`src/rtl/masked_sbox_layer_pipe.sv`:
```
// Masked SKINNY S8 layer: N_SBOX masked S-box cores in parallel behind a randomness-gated input
// handshake, with a valid pipeline, zeroed idle outputs, an in-flight count and a starvation flag.
module masked_sbox_layer_pipe #(
  parameter int STATE_W  = 64,
  parameter int SBOX_W   = 8,   // the core is the 8-bit SKINNY S8; SBOX_LAT supported range 1..4
  parameter int NSHARES  = 3,
  parameter int RAND_W   = 144,
  parameter int ROT_STEP = 9,
  parameter int SBOX_LAT = 3
) (
  input  logic                             clk,
  input  logic                             rst_n,
  input  logic                             in_valid,
  output logic                             in_ready,
  input  logic [NSHARES*STATE_W-1:0]       in_shares,
  input  logic                             rand_valid,
  input  logic [RAND_W-1:0]                rand_i,
  output logic                             rand_ack,
  output logic                             out_valid,
  output logic [NSHARES*STATE_W-1:0]       out_shares,
  output logic [$clog2(SBOX_LAT+3)-1:0]    in_flight,
  output logic                             starve,
  input  logic                             starve_clr
);

  localparam int N_SBOX = STATE_W / SBOX_W;
  localparam int NR     = NSHARES * (NSHARES - 1) / 2;  // fresh bits per masked AND
  localparam int CR_W   = 8 * NR;                       // 4 rounds x 2 ANDs per S8
  localparam int SH_W   = NSHARES * SBOX_W;
  localparam int SW     = NSHARES * STATE_W;
  localparam int CNT_W  = $clog2(SBOX_LAT + 3);

  function automatic logic [7:0] perm8(input logic [7:0] x);
    return {x[2], x[1], x[7], x[6], x[4], x[0], x[3], x[5]};
  endfunction

  function automatic logic [7:0] swap8(input logic [7:0] x);
    return {x[7:3], x[1], x[2], x[0]};
  endfunction

  function automatic logic [NSHARES-1:0] dom_and(input logic [NSHARES-1:0] a,
                                                 input logic [NSHARES-1:0] b,
                                                 input logic [NR-1:0]      z);
    logic [NSHARES-1:0] c;
    int p;
    c = a & b;
    p = 0;
    for (int i = 0; i < NSHARES; i++) begin
      for (int j = i + 1; j < NSHARES; j++) begin
        c[i] = c[i] ^ (a[i] & b[j]) ^ z[p];
        c[j] = c[j] ^ (a[j] & b[i]) ^ z[p];
        p = p + 1;
      end
    end
    return c;
  endfunction

  // One S8 round on shared data; NOR(a,b) = ~a & ~b, and flipping share 0 complements the value.
  function automatic logic [SH_W-1:0] sb_layer(input logic [SH_W-1:0] x,
                                               input logic [2*NR-1:0] r,
                                               input logic            last);
    logic [NSHARES-1:0] a0, b0, a1, b1, c0, c1;
    logic [7:0] t;
    logic [SH_W-1:0] y;
    for (int s = 0; s < NSHARES; s++) begin
      a0[s] = x[s*SBOX_W + 7];
      b0[s] = x[s*SBOX_W + 6];
      a1[s] = x[s*SBOX_W + 3];
      b1[s] = x[s*SBOX_W + 2];
    end
    a0[0] = ~a0[0];
    b0[0] = ~b0[0];
    a1[0] = ~a1[0];
    b1[0] = ~b1[0];
    c0 = dom_and(a0, b0, r[NR-1:0]);
    c1 = dom_and(a1, b1, r[2*NR-1:NR]);
    for (int s = 0; s < NSHARES; s++) begin
      t = x[s*SBOX_W +: SBOX_W];
      t[4] = t[4] ^ c0[s];
      t[0] = t[0] ^ c1[s];
      y[s*SBOX_W +: SBOX_W] = last ? swap8(t) : perm8(t);
    end
    return y;
  endfunction

  // Rotate left by amt, then fold every bit into the core's randomness width.
  function automatic logic [CR_W-1:0] fold_rot(input logic [RAND_W-1:0] r, input int amt);
    logic [CR_W-1:0] f;
    f = '0;
    for (int b = 0; b < RAND_W; b++) begin
      f[b % CR_W] = f[b % CR_W] ^ r[(b + RAND_W - amt) % RAND_W];
    end
    return f;
  endfunction

  logic                   accept;
  logic [SW-1:0]          s0_sh_q;
  logic [RAND_W-1:0]      s0_rnd_q;
  logic [SW-1:0]          core_all;
  logic [SBOX_LAT:0]      vld_q;
  logic                   out_valid_q;
  logic [SW-1:0]          out_shares_q;
  logic [CNT_W-1:0]       in_flight_q, in_flight_d;
  logic                   starve_q, starve_d;

  assign accept   = in_valid & rand_valid;
  assign rand_ack = accept;
  assign in_ready = rand_valid;

  always_ff @(posedge clk or negedge rst_n) begin
    if (!rst_n) begin
      s0_sh_q  <= '0;
      s0_rnd_q <= '0;
    end else begin
      s0_sh_q  <= accept ? in_shares : '0;
      s0_rnd_q <= accept ? rand_i : '0;
    end
  end

  for (genvar gi = 0; gi < N_SBOX; gi++) begin : g_sbox
    logic [4:0][SH_W-1:0] xs;
    logic [CR_W-1:0]      rf;
    logic [SH_W-1:0]      core_q;

    assign rf = fold_rot(s0_rnd_q, (gi * ROT_STEP) % RAND_W);

    for (genvar gs = 0; gs < NSHARES; gs++) begin : g_sh
      assign xs[0][gs*SBOX_W +: SBOX_W] = s0_sh_q[gs*STATE_W + gi*SBOX_W +: SBOX_W];
      assign core_all[gs*STATE_W + gi*SBOX_W +: SBOX_W] = core_q[gs*SBOX_W +: SBOX_W];
    end

    for (genvar gl = 0; gl < 4; gl++) begin : g_lay
      localparam int D = (gl < SBOX_LAT - 1) ? gl : SBOX_LAT - 1;
      logic [2*NR-1:0] ri;
      logic [SH_W-1:0] y;

      // Randomness for this round is delayed to match the register stages ahead of it.
      if (D == 0) begin : g_r0
        assign ri = rf[gl*2*NR +: 2*NR];
      end else begin : g_rd
        logic [D-1:0][2*NR-1:0] rd_q;
        always_ff @(posedge clk or negedge rst_n) begin
          if (!rst_n) begin
            rd_q <= '0;
          end else begin
            rd_q[0] <= rf[gl*2*NR +: 2*NR];
            for (int j = 1; j < D; j++) rd_q[j] <= rd_q[j-1];
          end
        end
        assign ri = rd_q[D-1];
      end

      assign y = sb_layer(xs[gl], ri, gl == 3);

      if (gl < SBOX_LAT - 1) begin : g_reg
        logic [SH_W-1:0] x_q;
        always_ff @(posedge clk or negedge rst_n) begin
          if (!rst_n) x_q <= '0;
          else        x_q <= y;
        end
        assign xs[gl+1] = x_q;
      end else begin : g_comb
        assign xs[gl+1] = y;
      end
    end

    always_ff @(posedge clk or negedge rst_n) begin
      if (!rst_n) core_q <= '0;
      else        core_q <= xs[4];
    end
  end

  always_comb begin
    in_flight_d = in_flight_q + CNT_W'(accept) - CNT_W'(out_valid_q);
    starve_d    = (in_valid & ~rand_valid) | (starve_q & ~starve_clr);
  end

  always_ff @(posedge clk or negedge rst_n) begin
    if (!rst_n) begin
      vld_q        <= '0;
      out_valid_q  <= 1'b0;
      out_shares_q <= '0;
      in_flight_q  <= '0;
      starve_q     <= 1'b0;
    end else begin
      vld_q        <= {vld_q[SBOX_LAT-1:0], accept};
      out_valid_q  <= vld_q[SBOX_LAT];
      out_shares_q <= vld_q[SBOX_LAT] ? core_all : '0;
      in_flight_q  <= in_flight_d;
      starve_q     <= starve_d;
    end
  end

  assign out_valid  = out_valid_q;
  assign out_shares = out_shares_q;
  assign in_flight  = in_flight_q;
  assign starve     = starve_q;

endmodule

```
`config.mk`:
```
export PLATFORM = sky130hd
export DESIGN_NAME = masked_sbox_layer_pipe
export DESIGN_NICKNAME = d
export VERILOG_FILES = /design/src/rtl/masked_sbox_layer_pipe.sv
export SDC_FILE = /design/constraint.sdc
export NUM_CORES = 1
export LEC_CHECK = 0
export BUFFER_PORTS_ARGS = -buffer_cell sky130_fd_sc_hd__buf_2
export CAP_MARGIN = 20
export CORE_UTILIZATION = 25
export DETAILED_ROUTE_END_ITERATION = 10
export MAX_ROUTING_LAYER = met4
export SYNTH_ARGS = -nofsm -noshare
export SYNTH_HDL_FRONTEND = slang
export SYNTH_SLANG_ARGS = --single-unit
```
`constraint.sdc`:
```
create_clock -name clk -period 1.9 [get_ports clk]
set_clock_uncertainty 0.2 [all_clocks]
set_input_delay 0.38 -clock clk [delete_from_list [all_inputs] [get_ports clk]]
set_output_delay 0.38 -clock clk [all_outputs]
set_load 0.01 [all_outputs]
```
# Word-level counts from Yosys, hierarchy flattened

Cells that the tools add are included.

Flip-flop bits (word level): 1353
Output and inout bits: 199
Word-level logic and storage cells: 2045
Input bits: 341

$add $sub $neg: 2
Multiplexer cells: 3
Bitwise logic cells: 1969

Operators by type and width:

| cell          | count |
|---|---|
| $xor A1 B1 Y1 | 1395 |
| $and A1 B1 Y1 | 387 |
| $mux W192     | 2 |
| $and A3 B3 Y3 | 64 |
| $mux W144     | 1 |
| $not A1 Y1    | 122 |
| $add A3 B1 Y3 | 1 |
| $sub A3 B1 Y3 | 1 |
| $or A1 B1 Y1  | 1 |

# Depth between registers and ports, before layout

Gate-level depths: netlist of the first run.

Depth in word-level cells: 14
Depth in mapped cells: 8

# Worst setup path before layout of the first run

No wires, ideal clock.

Path kind: input to register
Start: input port in_valid
End: register in_flight_q[2] (netlist: in_flight[2])
Cell stages on the path: 7
Path slack: -78 ps
Setup time: 124 ps
Arrival: 1653 ps
Buffers on the path: 1
Cell sequence: clkbuf_1 -> and2_1 -> ha_1 -> inv_1 -> fa_1 -> xnor2_1 -> xnor2_1

Longest elaborated chain between the ends: 3

Ends and longest elaborated chain:

| item                     | line | text |
|---|---|---|
| start: declaration       | 13   | `input logic in_valid,` |
| $and A1 B1 Y1            | 106  | `assign accept = in_valid & rand_valid;` |
| named net rand_ack       | 18   | `output logic rand_ack,` |
| $add A3 B1 Y3            | 174  | `in_flight_d = in_flight_q + CNT_W'(accept) - CNT_W'(out_valid_q);` |
| $sub A3 B1 Y3            | 174  |  |
| named net in_flight_d[2] | 103  | `logic [CNT_W-1:0] in_flight_q, in_flight_d;` |
| end signal: assignment   | 189  | `in_flight_q <= in_flight_d;` |
| end: declaration         | 103  |  |

The timed path passes the listed nets, and every way through them passes these cells.

# Worst setup path after layout of the first run

Start: register out_shares_q[51] (netlist: out_shares[51])
End: output port out_shares[51]

RTL lines:

| item                     | line | text |
|---|---|---|
| start: declaration       | 102  | `logic [SW-1:0] out_shares_q;` |
| start signal: assignment | 188  | `out_shares_q <= vld_q[SBOX_LAT] ? core_all : '0;` |
| end: declaration         | 20   | `output logic [NSHARES*STATE_W-1:0] out_shares,` |

No word-level cell between the ends.

==> impl_metrics.yaml, run 1 <==
placed_design:
  place.gp.congestion: 0.907
  dp.cells: 5976
  port_buffers: 539
  pre_cts_slack_ns: -0.379
  dpl.hpwl_mm: 118
finish:
  stdcell_count: 6770
  drive_gt1_share_pct: 26.7
  final_util_pct: 35.2
  nets: 4590
  area_growth_pct: 39.4
  final_common_cell: "dfrtp_1"
  layout_common_cells: "dfrtp_1 (1257), buf_2 (492), dlygate4sd3_1 (486), xnor2_1 (415), and3_1 (351)"
  fillers: 17342
job:
  max_cap_viol_count: 0
global_route:
  grt_antenna_before_repair: 64
  grt_max_degree: 134
  first_global_vias: 29867
  track_usage_pct: 16.9
  grt_pass1_wl_mm: 212
  grt-ovfl-total: 0
routing:
  first_pass_iters: 5
  wl_per_cell_um: 22.4
  wl_mm: 151
  drt_iter0_drc: 1387
  antenna_left: 0
  vias: 27076
  viasPerCell: 4.00
  drc: 0
sta:
  hold_viol: 0
  final.setup.worst_slack_ns: -0.0944
  fmaxAchievable_ghz: 0.501
  final.min_clock_period_ns: 1.99
  drv_slew: 0
  finalSetupViolCount: 59
  rsz0062_at_grt: "yes"
  layout_worst_path_cycle_share_pct: 105
  worst_slew_margin_rel_pct: 56.5
  timing.setup.tns_ns: -2.14
  tightest_slew_ns: 0.653
worst_setup_path:
  r2r_slack_ns: -0.07
  slowest_stage: "dfrtp_1"
  crit_buf_inv: 1
  worstPathRequired_ns: 1.32
  endpoint_kind: "output port"
  worst_path_largest_cell_delay_ns: 0.46
  cp.arrival_ns: 1.41
  path_class: "reg2out"
  critical_path.top_delay_family: "flip-flops"
  startpoint_type: "flop"
  cp_cell_sequence: "buf_2"
  crit_fanout: 1
clock_tree:
  h-tree-depth: 4
  tritoncts.num_buffers: 132
  path_clk_slew_ns: 0.06
  cts_sinks: 1269
  clk_latency_ns: 0.77
  cts_tree: "yes"
  clk_path_buf_depth: 3
  root_buffer: "clkbuf_16"
synth:
  netlist-cell-type-count: 23
  synth-adder-area-share_pct: 0.0982
  synth_async_sr_flop_share_pct: 100
  synth_cells: 2930
  synth_top_area_cell: "dfrtp_1"
  yosysTopAreaCellShare_pct: 69.2
  muxShareOfSynthArea_pct: 0
  synth-edff-count: 0
  synth_nets: 3274
  netlist_area_um2: 45900
  synth_area_leaders: "dfrtp_1 (69%), xnor2_1 (8.4%), xnor3_1 (7.5%)"
  avgSynthCellArea_um2: 15.7
  synthXorXnorAreaFrac_pct: 19.4
  synthSimpleGateAreaFrac_pct: 9.51
  ys_ff_latch: 1269
  ys.warnings.count: 0
  synth_top_family_by_area: "XOR/XNOR gates"
  synth_compound_area_share_pct: 0.777
  synth_flop_cell: "dfrtp_1"
  synth.yosys.seq_area_share_pct: 69.2
floorplanning:
  ios: 540
  num_rows: 156
  start_util_pct: 25.3
  die_w_um: 430
  dieArea_um2: 185000
  core_area_um2: 182000
  chipHeight_um: 430
power:
  powerDensity_nw_per_um2: 1330
  irDropWorstVdd_v: 0.000751
  total_power_mw: 84.9
  leakage_nw: 31.9
status:
  outcome: "finished with violations"
  violations: "setup timing"
min_path:
  min_path_type: "in2reg"
-- power breakdown --
| group | leakage, nW | switching [mW] | internal, mW |
|---|---|---|---|
| clock network | 2.24 | 10.9 | 15.9 |
| registers | 16.2 | 4.51 | 32.8 |
| logic | 13.4 | 9.69 | 11.1 |
| total | 31.9 | 25.1 | 59.8 |
-- routing by layer --
| layer | wire length, um | global-route usage [%] | vias to the layer above |
|---|---|---|---|
| met4 | 13600 | 13.4 | 0 |
| met2 | 78300 | 28.9 | 756 |
| met3 | 4930 | 2.53 | 425 |
| li1 | - | - | 12154 |
| met1 | 54500 | 17.2 | 13741 |
| met5 | 0 | - | - |
-- kinds of logic (layout without fill, tap and decap cells) --
| logic type | after synthesis | in the layout |
|---|---|---|
| other cells | 0 | 47 |
| flops | 1269 | 1269 |
| xor+xnor | 755 | 755 |
| fa+ha+maj | 3 | 3 |
| compound gates | 49 | 49 |
| buf+inv | 117 | 1540 |
| simple gates | 737 | 737 |
-- repair_timing --
action,CTS,global route
buffers inserted,11,10
pin swaps,14,37
endpoints found under the setup margin,197,201
hold buffers,486,1
endpoints found under the hold margin,1608,17
cloned,0,0
gates resized for setup,107,65
-- registers in the layout (all words and copies together), names as in the netlist, 3 cells and up --
| name | flops |
|---|---|
| out_shares | 192 |
| s0_sh_q | 192 |
| vld_q | 4 |
| g_sbox.core_q | 192 |
| in_flight | 3 |
| g_sbox.g_lay.ri | 75 |
| g_sbox.g_lay.g_rd.rd_q | 81 |
| s0_rnd_q | 144 |
| g_sbox.g_lay.g_reg.x_q | 384 |
-- cell usage after synthesis, types with 24 or more instances --
library cell  count
dfrtp_1        1269
xnor2_1         442
and3_1          352
and2_1          193
xnor3_1         153
xor2_1          136
nand2_1         112
clkbuf_1         95
nor2b_1          48
xnor2_2          24
-- metrics by stage --
stage | hold slack (ns) | instance area [um^2]
3_5_place_dp | 0.0613 | 53400
6_report | 0.0328 | 63900
5_1_grt | 0.0424 | 63900
2_1_floorplan | -0.116 | 45900
3_3_place_gp | 0.0582 | 53400
4_1_cts | 0.00209 | 63400
-- area by class of cell --
type / count / area [um^2] / area share [%]
Timing Repair Buffer: 1285 / 10300 / 16.1
Inverter: 14 / 52.6 / 0.0822
Antenna cell: 47 / 118 / 0.184
Multi-Input combinational cell: 1544 / 14200 / 22.2
Sequential cell: 1269 / 31800 / 49.7
Clock inverter: 48 / 593 / 0.927
Clock buffer: 193 / 3970 / 6.21
Tap cell: 2370 / 2970 / 4.64
-- worst paths after layout --
path	start	to	cells after the start
min	rand_valid	s0_rnd_q[42]	3
max in group asynchronous	rst_n	s0_rnd_q[109]	4
min in group asynchronous	rst_n	in_flight[1]	3
min reg2reg	g_sbox[6].g_lay[2].g_rd.rd_q[0]	g_sbox[6].g_lay[2].ri[0]	0
max reg2reg	s0_rnd_q[124]	g_sbox[0].g_lay[0].g_reg.x_q[2]	6
max	out_shares[51]	out_shares[51]	1
Power figures use the tool's default switching activity.
==> run 2: changes to the inputs <==
--- a/config.mk
+++ b/config.mk
@@ -9,7 +9,6 @@
 export CAP_MARGIN = 20
 export CORE_UTILIZATION = 25
 export DETAILED_ROUTE_END_ITERATION = 10
-export MAX_ROUTING_LAYER = met4
 export SYNTH_ARGS = -nofsm -noshare
 export SYNTH_HDL_FRONTEND = slang
 export SYNTH_SLANG_ARGS = --single-unit
==> run 2 against run 1 <==
  * The flow still finishes with violations (setup timing)
  * Worst setup slack better by 0.015 ns
  * Sequential power about the same
  * Worst hold slack better by 0.042 ns
  * Combinational power hardly changed
  * Critical path depth increased by 3
  * Cell count is 2.3% lower
  * Highest routed layer is now met5
==> impl_metrics.yaml, run 2 (synthesis gave the netlist of run 1 again) <==
worst_setup_path:
  endpoint_kind: "flop"
  worstPathRequired_ns: 2.32
  cp_cell_sequence: "xnor2_2, xnor3_2, xor2_4, xnor2_1"
  critical_path.top_delay_family: "XOR/XNOR gates"
  startpoint_type: "flop"
  r2r_slack_ns: -0.08
  crit_fanout: 3
  cp.arrival_ns: 2.40
  worst_path_largest_cell_delay_ns: 0.57
  slowest_stage: "xnor3_2"
  path_class: "reg2reg"
  crit_buf_inv: 0
routing:
  vias: 26331
  viasPerCell: 3.98
  wl_per_cell_um: 22.5
  drt_iter0_drc: 1384
  drc: 0
  antenna_left: 0
  first_pass_iters: 4
  wl_mm: 149
floorplanning:
  ios: 540
  die_w_um: 430
  start_util_pct: 25.3
  chipHeight_um: 430
  dieArea_um2: 185000
  num_rows: 156
  core_area_um2: 182000
global_route:
  grt_max_degree: 96
  grt_antenna_before_repair: 56
  grt_pass1_wl_mm: 208
  track_usage_pct: 16.1
  first_global_vias: 29004
  grt-ovfl-total: 0
clock_tree:
  clk_latency_ns: 0.76
  cts_tree: "yes"
  cts_sinks: 1269
  path_clk_slew_ns: 0.06
  root_buffer: "clkbuf_16"
  tritoncts.num_buffers: 132
  h-tree-depth: 4
  clk_path_buf_depth: 3
finish:
  area_growth_pct: 36.3
  stdcell_count: 6611
  largest_reg_flops: 384
  final_util_pct: 34.4
  drive_gt1_share_pct: 27.3
  layout_common_cells: "dfrtp_1 (1258), buf_2 (489), xnor2_1 (416), dlygate4sd3_1 (352), and3_1 (351)"
  largest-register: "g_sbox.g_lay.g_reg.x_q"
  nets: 4455
  fillers: 17423
  final_common_cell: "dfrtp_1"
sta:
  drv_slew: 0
  finalSetupViolCount: 42
  fmaxAchievable_ghz: 0.505
  final.setup.worst_slack_ns: -0.0797
  hold_viol: 0
  tightest_slew_ns: 0.674
  timing.setup.tns_ns: -1.21
  worst_slew_margin_rel_pct: 54.9
  layout_worst_path_cycle_share_pct: 104
  rsz0062_at_grt: "yes"
  final.min_clock_period_ns: 1.98
placed_design:
  dp.cells: 5983
  pre_cts_slack_ns: -0.429
  port_buffers: 539
  place.gp.congestion: 0.879
  dpl.hpwl_mm: 117
power:
  powerDensity_nw_per_um2: 1340
  irDropWorstVdd_v: 0.000844
  leakage_nw: 31.1
status:
  violations: "setup timing"
  outcome: "finished with violations"
min_path:
  min_path_type: "in2reg"
job:
  max_cap_viol_count: 0
## run 2: final timing paths
kind	from	cells past startpoint	to
max	s0_rnd_q[4]	4	g_sbox[5].g_lay[0].g_reg.x_q[3]
min	rand_valid	4	s0_rnd_q[67]
max reg2reg	s0_rnd_q[4]	4	g_sbox[5].g_lay[0].g_reg.x_q[3]
min in group asynchronous	rst_n	3	g_sbox[0].g_lay[2].g_rd.rd_q[5]
max in group asynchronous	rst_n	3	in_flight[1]
min reg2reg	g_sbox[6].g_lay[2].g_rd.rd_q[2]	0	g_sbox[6].g_lay[2].ri[2]
## run 2: cell type report
cell class | instances | area, um^2 | share of cell area [%]
diodes | 32 | 80.1 | 0.128
inverters | 14 | 52.6 | 0.0841
repair buffers | 1150 | 9050 | 14.5
clock inverters | 50 | 527 | 0.843
clock buffers | 182 | 3870 | 6.19
well taps | 2370 | 2970 | 4.74
flip-flops and latches | 1269 | 31800 | 50.8
multi-input cells | 1544 | 14200 | 22.7
## run 2: worst min-delay path: stages
cell,delay [ns]
clkbuf_8,0.12
buf_12,0.14
buf_12,0.18
and3_1,0.17
## run 2: power breakdown
| part | leakage [nW] | internal (mW) | total [mW] | switching (mW) |
|---|---|---|---|---|
| sequential | 16.2 | 32.8 | 37.3 | 4.46 |
| combinational | 12.6 | 10.8 | 20.4 | 9.55 |
| clock | 2.18 | 15.3 | 26.0 | 10.7 |
| total | 31.1 | 58.9 | 83.7 | 24.8 |
## run 2: per-layer routing
metal | GRT usage [%] | routed length (um)
met4 | 12.1 | 12000
met3 | 2.64 | 5160
met2 | 28.8 | 77800
met1 | 16.8 | 53500
met5 | 0 | 142
## run 2: repair_timing
| action | CTS | global route |
|---|---|---|
| setup buffers | 7 | 5 |
| hold buffers | 352 | 0 |
| pin swaps | 17 | 23 |
| resized for setup | 124 | 49 |
| hold endpoints to repair | 1608 | 0 |
| endpoints found under the setup margin | 209 | 162 |
## run 2: through the flow
step / cell area [um^2] / hold WS, ns / power [mW]
global placement: 53600 / 0.0578 / 56.9
global route: 62500 / 0.0840 / 87.5
detailed placement: 53600 / 0.0569 / 57.1
floorplan: 45900 / -0.116 / 48.3
finish: 62500 / 0.0749 / 83.7
CTS: 62100 / 0.0314 / 84.4
